$ cat src/rtl/phy_pkg.sv
// ---------------------------------------------------------------------------
// phy_pkg
// Shared definitions for the two-lane PHY receive path.
//   - lane_state_t : per-lane lock FSM encoding (IDLE, LOCKING, SYNCED)
//   - ctrl_state_t : deskew controller encoding (WAIT_SYNC, MEASURE,
//                    ALIGNED, SKEW_ERR)
//   - COM_DEFAULT  : default alignment/idle symbol
//   - CNT_W        : width of the lane good/bad run counters
//   - SKEW_W       : width of the reported skew magnitude
//   - SKEW_CNT_W   : width of the skew measurement counter; one bit wider
//                    than SKEW_W so that "count + 1" can exceed the
//                    largest correctable skew without wrapping
// ---------------------------------------------------------------------------
package phy_pkg;

  localparam int         CNT_W       = 4;
  localparam int         SKEW_W      = 2;
  localparam int         SKEW_CNT_W  = 3;
  localparam logic [7:0] COM_DEFAULT = 8'hBC;

  typedef enum logic [1:0] {
    LANE_IDLE    = 2'd0,
    LANE_LOCKING = 2'd1,
    LANE_SYNCED  = 2'd2
  } lane_state_t;

  typedef enum logic [1:0] {
    CTRL_WAIT_SYNC = 2'd0,
    CTRL_MEASURE   = 2'd1,
    CTRL_ALIGNED   = 2'd2,
    CTRL_SKEW_ERR  = 2'd3
  } ctrl_state_t;

endpackage

$ cat src/rtl/lane_lock_fsm.sv
// ---------------------------------------------------------------------------
// lane_lock_fsm
// Per-lane lock tracker. A lane locks after SYNC_COUNT consecutive valid
// COM bytes and drops lock after LOSS_COUNT consecutive invalid cycles.
//
// Ports:
//   clk_2f     in   byte-rate clock
//   reset      in   asynchronous, active-high
//   lane_in    in   raw lane byte
//   valid_in   in   raw lane byte valid
//   force_idle in   controller request to drop back to IDLE (wins over all)
//   locked     out  one-cycle pulse on the first cycle spent in SYNCED
//   synced     out  lane is currently in SYNCED
// ---------------------------------------------------------------------------
module lane_lock_fsm
  import phy_pkg::*;
#(
  parameter logic [7:0] COM        = COM_DEFAULT,
  parameter int         SYNC_COUNT = 4,
  parameter int         LOSS_COUNT = 4
) (
  input  logic       clk_2f,
  input  logic       reset,
  input  logic [7:0] lane_in,
  input  logic       valid_in,
  input  logic       force_idle,
  output logic       locked,
  output logic       synced
);

  lane_state_t      r_state, w_stateNxt;
  logic [CNT_W-1:0] r_goodCnt, w_goodNxt;
  logic [CNT_W-1:0] r_badCnt, w_badNxt;
  logic             r_locked, w_lockedNxt;
  logic [CNT_W-1:0] w_goodInc, w_badInc;

  assign w_goodInc = r_goodCnt + CNT_W'(1);
  assign w_badInc  = r_badCnt + CNT_W'(1);

  // State and run counters. The locked pulse is registered together with
  // the SYNCED transition so it lines up with the first SYNCED cycle.
  always_ff @(posedge clk_2f or posedge reset) begin
    if (reset) begin
      r_state   <= LANE_IDLE;
      r_goodCnt <= '0;
      r_badCnt  <= '0;
      r_locked  <= 1'b0;
    end else begin
      r_state   <= w_stateNxt;
      r_goodCnt <= w_goodNxt;
      r_badCnt  <= w_badNxt;
      r_locked  <= w_lockedNxt;
    end
  end

  // Next-state logic. While locking, invalid cycles are ignored entirely;
  // only a valid non-COM byte breaks the run. Once synced, any valid byte
  // (COM or data) proves the lane is alive and clears the loss counter.
  always_comb begin
    w_stateNxt  = r_state;
    w_goodNxt   = r_goodCnt;
    w_badNxt    = r_badCnt;
    w_lockedNxt = 1'b0;
    if (force_idle) begin
      w_stateNxt = LANE_IDLE;
      w_goodNxt  = '0;
      w_badNxt   = '0;
    end else begin
      case (r_state)
        LANE_IDLE: begin
          if (valid_in && (lane_in == COM)) begin
            w_stateNxt = LANE_LOCKING;
            w_goodNxt  = CNT_W'(1);
          end
        end
        LANE_LOCKING: begin
          if (valid_in) begin
            if (lane_in == COM) begin
              w_goodNxt = w_goodInc;
              if (w_goodInc == CNT_W'(SYNC_COUNT)) begin
                w_stateNxt  = LANE_SYNCED;
                w_lockedNxt = 1'b1;
              end
            end else begin
              w_stateNxt = LANE_IDLE;
              w_goodNxt  = '0;
            end
          end
        end
        LANE_SYNCED: begin
          if (valid_in) begin
            w_badNxt = '0;
          end else if (w_badInc == CNT_W'(LOSS_COUNT)) begin
            w_stateNxt = LANE_IDLE;
            w_goodNxt  = '0;
            w_badNxt   = '0;
          end else begin
            w_badNxt = w_badInc;
          end
        end
        default: begin
          w_stateNxt = LANE_IDLE;
          w_goodNxt  = '0;
          w_badNxt   = '0;
        end
      endcase
    end
  end

  assign locked = r_locked;
  assign synced = (r_state == LANE_SYNCED);

endmodule

$ cat src/rtl/rx_lane_sync_ctrl.sv
// ---------------------------------------------------------------------------
// rx_lane_sync_ctrl
// Receive-side lane synchronizer and deskew controller for the two-lane PHY.
// Locks both lanes on COM runs, measures and removes inter-lane skew, and
// forwards aligned bytes (COM presented with valid low) only while ALIGNED.
//
// Build option: define RX_LANE_DESKEW_EN to compile in the skew measurement,
// the early-lane delay lines, the MEASURE/SKEW_ERR states and skew_err.
// Without it both lanes have a fixed 1-cycle latency and the skew status
// outputs are tied to 0.
//
// Ports:
//   clk_2f                 in   byte-rate clock
//   reset                  in   asynchronous, active-high
//   lane_0_in / lane_1_in  in   raw lane bytes
//   valid_in_0/valid_in_1  in   raw lane byte valids
//   lane_0 / lane_1        out  aligned bytes to the un-striper
//   valid_0 / valid_1      out  aligned byte valids (low for COM)
//   sync_0 / sync_1        out  lane is in SYNCED
//   active                 out  controller is in ALIGNED
//   skew                   out  measured skew magnitude
//   skew_lane              out  lane that was delayed (the early one)
//   skew_err               out  sticky: skew exceeded MAX_SKEW
// ---------------------------------------------------------------------------
module rx_lane_sync_ctrl
  import phy_pkg::*;
#(
  parameter logic [7:0] COM        = COM_DEFAULT,
  parameter int         SYNC_COUNT = 4,
  parameter int         LOSS_COUNT = 4,
  parameter int         MAX_SKEW   = 3
) (
  input  logic              clk_2f,
  input  logic              reset,
  input  logic [7:0]        lane_0_in,
  input  logic [7:0]        lane_1_in,
  input  logic              valid_in_0,
  input  logic              valid_in_1,
  output logic [7:0]        lane_0,
  output logic [7:0]        lane_1,
  output logic              valid_0,
  output logic              valid_1,
  output logic              sync_0,
  output logic              sync_1,
  output logic              active,
  output logic [SKEW_W-1:0] skew,
  output logic              skew_lane,
  output logic              skew_err
);

  ctrl_state_t r_state, w_stateNxt;
  logic        w_locked0, w_locked1;
  logic        w_sync0, w_sync1;
  logic        w_forceIdle;
  logic [7:0]  w_dlyByte0, w_dlyByte1;
  logic        w_dlyVld0, w_dlyVld1;
  logic [7:0]  r_lane0, r_lane1;
  logic        r_valid0, r_valid1;

  lane_lock_fsm #(
    .COM        (COM),
    .SYNC_COUNT (SYNC_COUNT),
    .LOSS_COUNT (LOSS_COUNT)
  ) u_lane0 (
    .clk_2f     (clk_2f),
    .reset      (reset),
    .lane_in    (lane_0_in),
    .valid_in   (valid_in_0),
    .force_idle (w_forceIdle),
    .locked     (w_locked0),
    .synced     (w_sync0)
  );

  lane_lock_fsm #(
    .COM        (COM),
    .SYNC_COUNT (SYNC_COUNT),
    .LOSS_COUNT (LOSS_COUNT)
  ) u_lane1 (
    .clk_2f     (clk_2f),
    .reset      (reset),
    .lane_in    (lane_1_in),
    .valid_in   (valid_in_1),
    .force_idle (w_forceIdle),
    .locked     (w_locked1),
    .synced     (w_sync1)
  );

`ifdef RX_LANE_DESKEW_EN

  logic [SKEW_CNT_W-1:0]     r_skewCnt, w_skewCntNxt, w_skewCntInc;
  logic [SKEW_W-1:0]         r_skew, w_skewNxt;
  logic                      r_skewLane, w_skewLaneNxt;
  logic                      r_skewErr, w_skewErrNxt;
  logic                      w_firstSync, w_otherLocked;
  logic [MAX_SKEW-1:0][7:0]  r_srByte0, r_srByte1;
  logic [MAX_SKEW-1:0]       r_srVld0, r_srVld1;

  assign w_skewCntInc  = r_skewCnt + SKEW_CNT_W'(1);
  assign w_firstSync   = r_skewLane ? w_sync1 : w_sync0;
  assign w_otherLocked = r_skewLane ? w_locked0 : w_locked1;
  assign w_forceIdle   = (r_state == CTRL_SKEW_ERR);

  // Controller state plus skew bookkeeping. skew/skew_lane only change on
  // entry to ALIGNED or MEASURE, so the delay tap stays stable while aligned.
  always_ff @(posedge clk_2f or posedge reset) begin
    if (reset) begin
      r_state    <= CTRL_WAIT_SYNC;
      r_skewCnt  <= '0;
      r_skew     <= '0;
      r_skewLane <= 1'b0;
      r_skewErr  <= 1'b0;
    end else begin
      r_state    <= w_stateNxt;
      r_skewCnt  <= w_skewCntNxt;
      r_skew     <= w_skewNxt;
      r_skewLane <= w_skewLaneNxt;
      r_skewErr  <= w_skewErrNxt;
    end
  end

  // Controller next state. In MEASURE the first lane losing lock beats an
  // overflowing count, which in turn beats the other lane's lock pulse, so
  // a simultaneous loss and pulse always lands in SKEW_ERR.
  always_comb begin
    w_stateNxt    = r_state;
    w_skewCntNxt  = r_skewCnt;
    w_skewNxt     = r_skew;
    w_skewLaneNxt = r_skewLane;
    w_skewErrNxt  = r_skewErr;
    case (r_state)
      CTRL_WAIT_SYNC: begin
        if (w_locked0 && w_locked1) begin
          w_stateNxt    = CTRL_ALIGNED;
          w_skewNxt     = '0;
          w_skewLaneNxt = 1'b0;
        end else if (w_locked0) begin
          w_stateNxt    = CTRL_MEASURE;
          w_skewCntNxt  = '0;
          w_skewLaneNxt = 1'b0;
        end else if (w_locked1) begin
          w_stateNxt    = CTRL_MEASURE;
          w_skewCntNxt  = '0;
          w_skewLaneNxt = 1'b1;
        end
      end
      CTRL_MEASURE: begin
        if (!w_firstSync) begin
          w_stateNxt = CTRL_SKEW_ERR;
        end else if (w_skewCntInc > SKEW_CNT_W'(MAX_SKEW)) begin
          w_stateNxt   = CTRL_SKEW_ERR;
          w_skewErrNxt = 1'b1;
        end else if (w_otherLocked) begin
          w_stateNxt = CTRL_ALIGNED;
          w_skewNxt  = w_skewCntInc[SKEW_W-1:0];
        end else begin
          w_skewCntNxt = w_skewCntInc;
        end
      end
      CTRL_SKEW_ERR: begin
        w_stateNxt = CTRL_WAIT_SYNC;
      end
      CTRL_ALIGNED: begin
        if (!(w_sync0 && w_sync1)) begin
          w_stateNxt = CTRL_WAIT_SYNC;
        end
      end
      default: begin
        w_stateNxt = CTRL_WAIT_SYNC;
      end
    endcase
  end

  // Free-running delay lines on both lanes; which one is tapped is decided
  // by the skew measurement.
  always_ff @(posedge clk_2f or posedge reset) begin
    if (reset) begin
      r_srByte0 <= '0;
      r_srByte1 <= '0;
      r_srVld0  <= '0;
      r_srVld1  <= '0;
    end else begin
      r_srByte0[0] <= lane_0_in;
      r_srByte1[0] <= lane_1_in;
      r_srVld0[0]  <= valid_in_0;
      r_srVld1[0]  <= valid_in_1;
      for (int i = 1; i < MAX_SKEW; i++) begin
        r_srByte0[i] <= r_srByte0[i-1];
        r_srByte1[i] <= r_srByte1[i-1];
        r_srVld0[i]  <= r_srVld0[i-1];
        r_srVld1[i]  <= r_srVld1[i-1];
      end
    end
  end

  // Tap selection. The next-cycle skew values are used so the very first
  // byte pair loaded on entry to ALIGNED is already deskewed.
  always_comb begin
    w_dlyByte0 = lane_0_in;
    w_dlyByte1 = lane_1_in;
    w_dlyVld0  = valid_in_0;
    w_dlyVld1  = valid_in_1;
    for (int k = 1; k <= MAX_SKEW; k++) begin
      if (w_skewNxt == SKEW_W'(k)) begin
        if (w_skewLaneNxt) begin
          w_dlyByte1 = r_srByte1[k-1];
          w_dlyVld1  = r_srVld1[k-1];
        end else begin
          w_dlyByte0 = r_srByte0[k-1];
          w_dlyVld0  = r_srVld0[k-1];
        end
      end
    end
  end

  assign skew      = r_skew;
  assign skew_lane = r_skewLane;
  assign skew_err  = r_skewErr;

`else

  logic w_unused;

  assign w_forceIdle = 1'b0;
  assign w_dlyByte0  = lane_0_in;
  assign w_dlyByte1  = lane_1_in;
  assign w_dlyVld0   = valid_in_0;
  assign w_dlyVld1   = valid_in_1;
  assign skew        = '0;
  assign skew_lane   = 1'b0;
  assign skew_err    = 1'b0;
  assign w_unused    = ^{w_locked0, w_locked1, 2'(MAX_SKEW)};

  // Controller state register for the non-deskew build.
  always_ff @(posedge clk_2f or posedge reset) begin
    if (reset) begin
      r_state <= CTRL_WAIT_SYNC;
    end else begin
      r_state <= w_stateNxt;
    end
  end

  // Without deskew, alignment is simply "both lanes synced".
  always_comb begin
    w_stateNxt = r_state;
    case (r_state)
      CTRL_WAIT_SYNC: begin
        if (w_sync0 && w_sync1) begin
          w_stateNxt = CTRL_ALIGNED;
        end
      end
      CTRL_ALIGNED: begin
        if (!(w_sync0 && w_sync1)) begin
          w_stateNxt = CTRL_WAIT_SYNC;
        end
      end
      default: begin
        w_stateNxt = CTRL_WAIT_SYNC;
      end
    endcase
  end

`endif

  // Output register. It is loaded against the next controller state, so the
  // data outputs are non-zero exactly while the controller is ALIGNED and
  // fall to zero on the same edge that drops active.
  always_ff @(posedge clk_2f or posedge reset) begin
    if (reset) begin
      r_lane0  <= '0;
      r_lane1  <= '0;
      r_valid0 <= 1'b0;
      r_valid1 <= 1'b0;
    end else if (w_stateNxt == CTRL_ALIGNED) begin
      r_lane0  <= w_dlyByte0;
      r_lane1  <= w_dlyByte1;
      r_valid0 <= w_dlyVld0 && (w_dlyByte0 != COM);
      r_valid1 <= w_dlyVld1 && (w_dlyByte1 != COM);
    end else begin
      r_lane0  <= '0;
      r_lane1  <= '0;
      r_valid0 <= 1'b0;
      r_valid1 <= 1'b0;
    end
  end

  assign lane_0  = r_lane0;
  assign lane_1  = r_lane1;
  assign valid_0 = r_valid0;
  assign valid_1 = r_valid1;
  assign sync_0  = w_sync0;
  assign sync_1  = w_sync1;
  assign active  = (r_state == CTRL_ALIGNED);

endmodule

$ cat config.mk
export PLATFORM = sky130hd
export DESIGN_NAME = rx_lane_sync_ctrl
export DESIGN_NICKNAME = d
export VERILOG_FILES = /design/src/rtl/phy_pkg.sv /design/src/rtl/lane_lock_fsm.sv /design/src/rtl/rx_lane_sync_ctrl.sv
export SDC_FILE = /design/constraint.sdc
export NUM_CORES = 1
export LEC_CHECK = 0
export BUFFER_PORTS_ARGS = -buffer_cell sky130_fd_sc_hd__buf_2
export CAP_MARGIN = 5
export CORE_MARGIN = 3
export CORE_UTILIZATION = 45
export DETAILED_ROUTE_END_ITERATION = 10
export PLACE_DENSITY = 0.66
export SYNTH_ARGS = -nofsm -noshare
export SYNTH_HDL_FRONTEND = slang
export SYNTH_HIERARCHICAL = 1
export SYNTH_SLANG_ARGS = --single-unit
$ cat constraint.sdc
create_clock -name clk_2f -period 2.78 [get_ports clk_2f]
set_input_delay 0.139 -clock clk_2f [delete_from_list [all_inputs] [get_ports clk_2f]]
set_output_delay 0.139 -clock clk_2f [all_outputs]
set_load 0.03 [all_outputs]
==> flow_metrics.tcl <==
set metrics [dict create \
    core_area_sq_um 4530 \
    ctsHtreeMaxLevel 2 \
    grt_pass1_vias 1503 \
    vias 1593 \
    clock.fmax_mhz 502 \
    leakage_nw 1.36 \
    grt_start_max_net_pins 21 \
    layout-drive-gt1-share 0.352 \
    hold-path-cell-count 2 \
    setup_violations 0 \
    routed_wl_mm 4.09 \
    finalClockSkew_ns 0.00908 \
    status "completed" \
    syn_to_final_growth_pct 17.0 \
    nNetsFinal 277 \
    final_cell_mix "40 x buf_2, 40 x dfrtp_1, 13 x conb_1" \
    overflow 0 \
    grtUsageTotal 0.148 \
    wl_per_cell_um 13.0 \
    drc 0 \
    slew_headroom 0.515 \
    clk_latency_ns 0.29 \
    clock_path_buffers 2 \
    rows 24 \
    detail-route-antenna-nets 0 \
    first_pass_iters 4 \
    viasPerCell 5.06 \
    hold_viol 0 \
    arrival_ns 2.17 \
    drt_iter0_markers 87 \
    critPathLaunchType "flip-flop" \
    fin_crit_sh 0.717 \
    power.total_w 0.00112 \
    cts_root_buf "clkbuf_8" \
    power_density_nw_per_um2 434 \
    die_w_um 76.1 \
    irDropWorstVdd_uv 307 \
    syn-instance-count 197 \
    gp_congestion 0.771 \
    syn_avg_cell_area_sq_um 11.2 \
    rsz0062_at_grt "no" \
    tritoncts "built" \
    die-area_sq_um 5790 \
    tightest_slew_ns 0.726 \
    cts.clk_slew.worst_paths_ns 0.08 \
    setup_tns_ns 0 \
    nFillCells 420 \
    critical_path_class "reg -> reg" \
    critPathMaxFanout 6 \
    cts_buffers 5 \
    cts_sinks 40 \
    antenna_found_initial 0 \
    place_hpwl_mm 3.08 \
    die_h_um 76.1 \
    start_util 0.487 \
    hp-class "in -> reg" \
    finalCriticalPeriod_ns 1.99 \
    syn_area_sq_um 2210 \
    ios 45 \
    cp-end-kind "flip-flop" \
    ctsResizeCount 0 \
    maxSlewViolCount 0 \
    drv_cap 0 \
    yosys_warnings 6 \
    cp.required_ns 2.96 \
    grt_pass1_wl_mm 6.93 \
    antenna_cells 0 \
    io_buffers 40 \
    reg2reg_depth 6 \
]
final timing paths:
path / endpoint / slack, ns / from
setup / recovery: u_lane1/r_goodCnt[2]$_DFFE_PP0P_ / 0.79 / u_lane1/r_badCnt[0]$_DFFE_PP0P_
hold / removal: lane_0[1]$_DFF_PP0_ / 0.09 / lane_0_in[1]
setup reg to reg: u_lane1/r_goodCnt[2]$_DFFE_PP0P_ / 0.79 / u_lane1/r_badCnt[0]$_DFFE_PP0P_
hold reg to reg: u_lane1/r_state[0]$_DFFE_PP0P_ / 0.53 / u_lane1/r_state[1]$_DFFE_PP0P_
max in group asynchronous: r_state[0]$_DFF_PP0_ / 1.78 / reset
min in group asynchronous: u_lane1/r_state[1]$_DFFE_PP0P_ / 0.39 / reset
registers in the layout (all words and copies together), names as in the netlist:
signal	count
lane_0	8
lane_1	8
r_state	2
u_lane0/r_badCnt	4
u_lane0/r_goodCnt	4
u_lane0/r_state	2
u_lane1/r_badCnt	4
u_lane1/r_goodCnt	4
u_lane1/r_state	2
valid_0	1
valid_1	1
area by class of cell:
cell class,instances,area (sq um),share of cell area
clock inverter,3,42.5,0.0164
inverter,8,30.0,0.0116
tap,65,81.3,0.0314
timing repair buffer,41,210,0.0813
multi-input combinational,153,1150,0.446
sequential,40,1000,0.387
clock buffer,5,68.8,0.0266
routing by layer:
| layer | track usage | vias to the layer above | wire length (um) | part of all wire |
|---|---|---|---|---|
| li1 | - | 807 | - | - |
| met1 | 0.208 | 751 | 2000 | 0.49 |
| met2 | 0.219 | 30 | 1840 | 0.45 |
| met3 | 0.0378 | 5 | 193 | 0.047 |
| met4 | 0.0598 | 0 | 61 | 0.015 |
| met5 | 0 | - | 0 | 0 |
report_power, final:
group           total, W  switching, W  internal, W
Sequential      0.000584    0.00000150     0.000583
Clock           0.000471      0.000206     0.000266
Combinational  0.0000662     0.0000454    0.0000209
Total            0.00112      0.000253     0.000869
metrics by stage:
| step | hold WS, ns | setup WS, ns | instances | cell area (sq um) | utilization |
|---|---|---|---|---|---|
| 5_1_grt | 0.0897 | 0.682 | 315 | 2590 | 0.570 |
| 6_report | 0.0862 | 0.787 | 315 | 2590 | 0.570 |
| 4_1_cts | 0.0821 | 0.791 | 315 | 2590 | 0.570 |
| 3_3_place_gp | 0.174 | 0.818 | 306 | 2460 | 0.544 |
| 2_1_floorplan | -0.0208 | 0.877 | 209 | 2250 | - |
| 3_5_place_dp | 0.170 | 0.795 | 306 | 2460 | 0.544 |
worst max-delay path, cell delays in order, from the launching register on:
cell	delay (ns)
dfrtp_1	0.45
ha_1	0.27
nand2b_2	0.19
o311a_1	0.33
o31ai_1	0.08
a21bo_2	0.28
a211o_1	0.29
what timing repair did:
item | in CTS | in global routing
setup buffers | 0 | 0
hold buffers | 1 | 0
hold endpoints to repair | 20 | 0
Power figures use the tool's default switching activity.
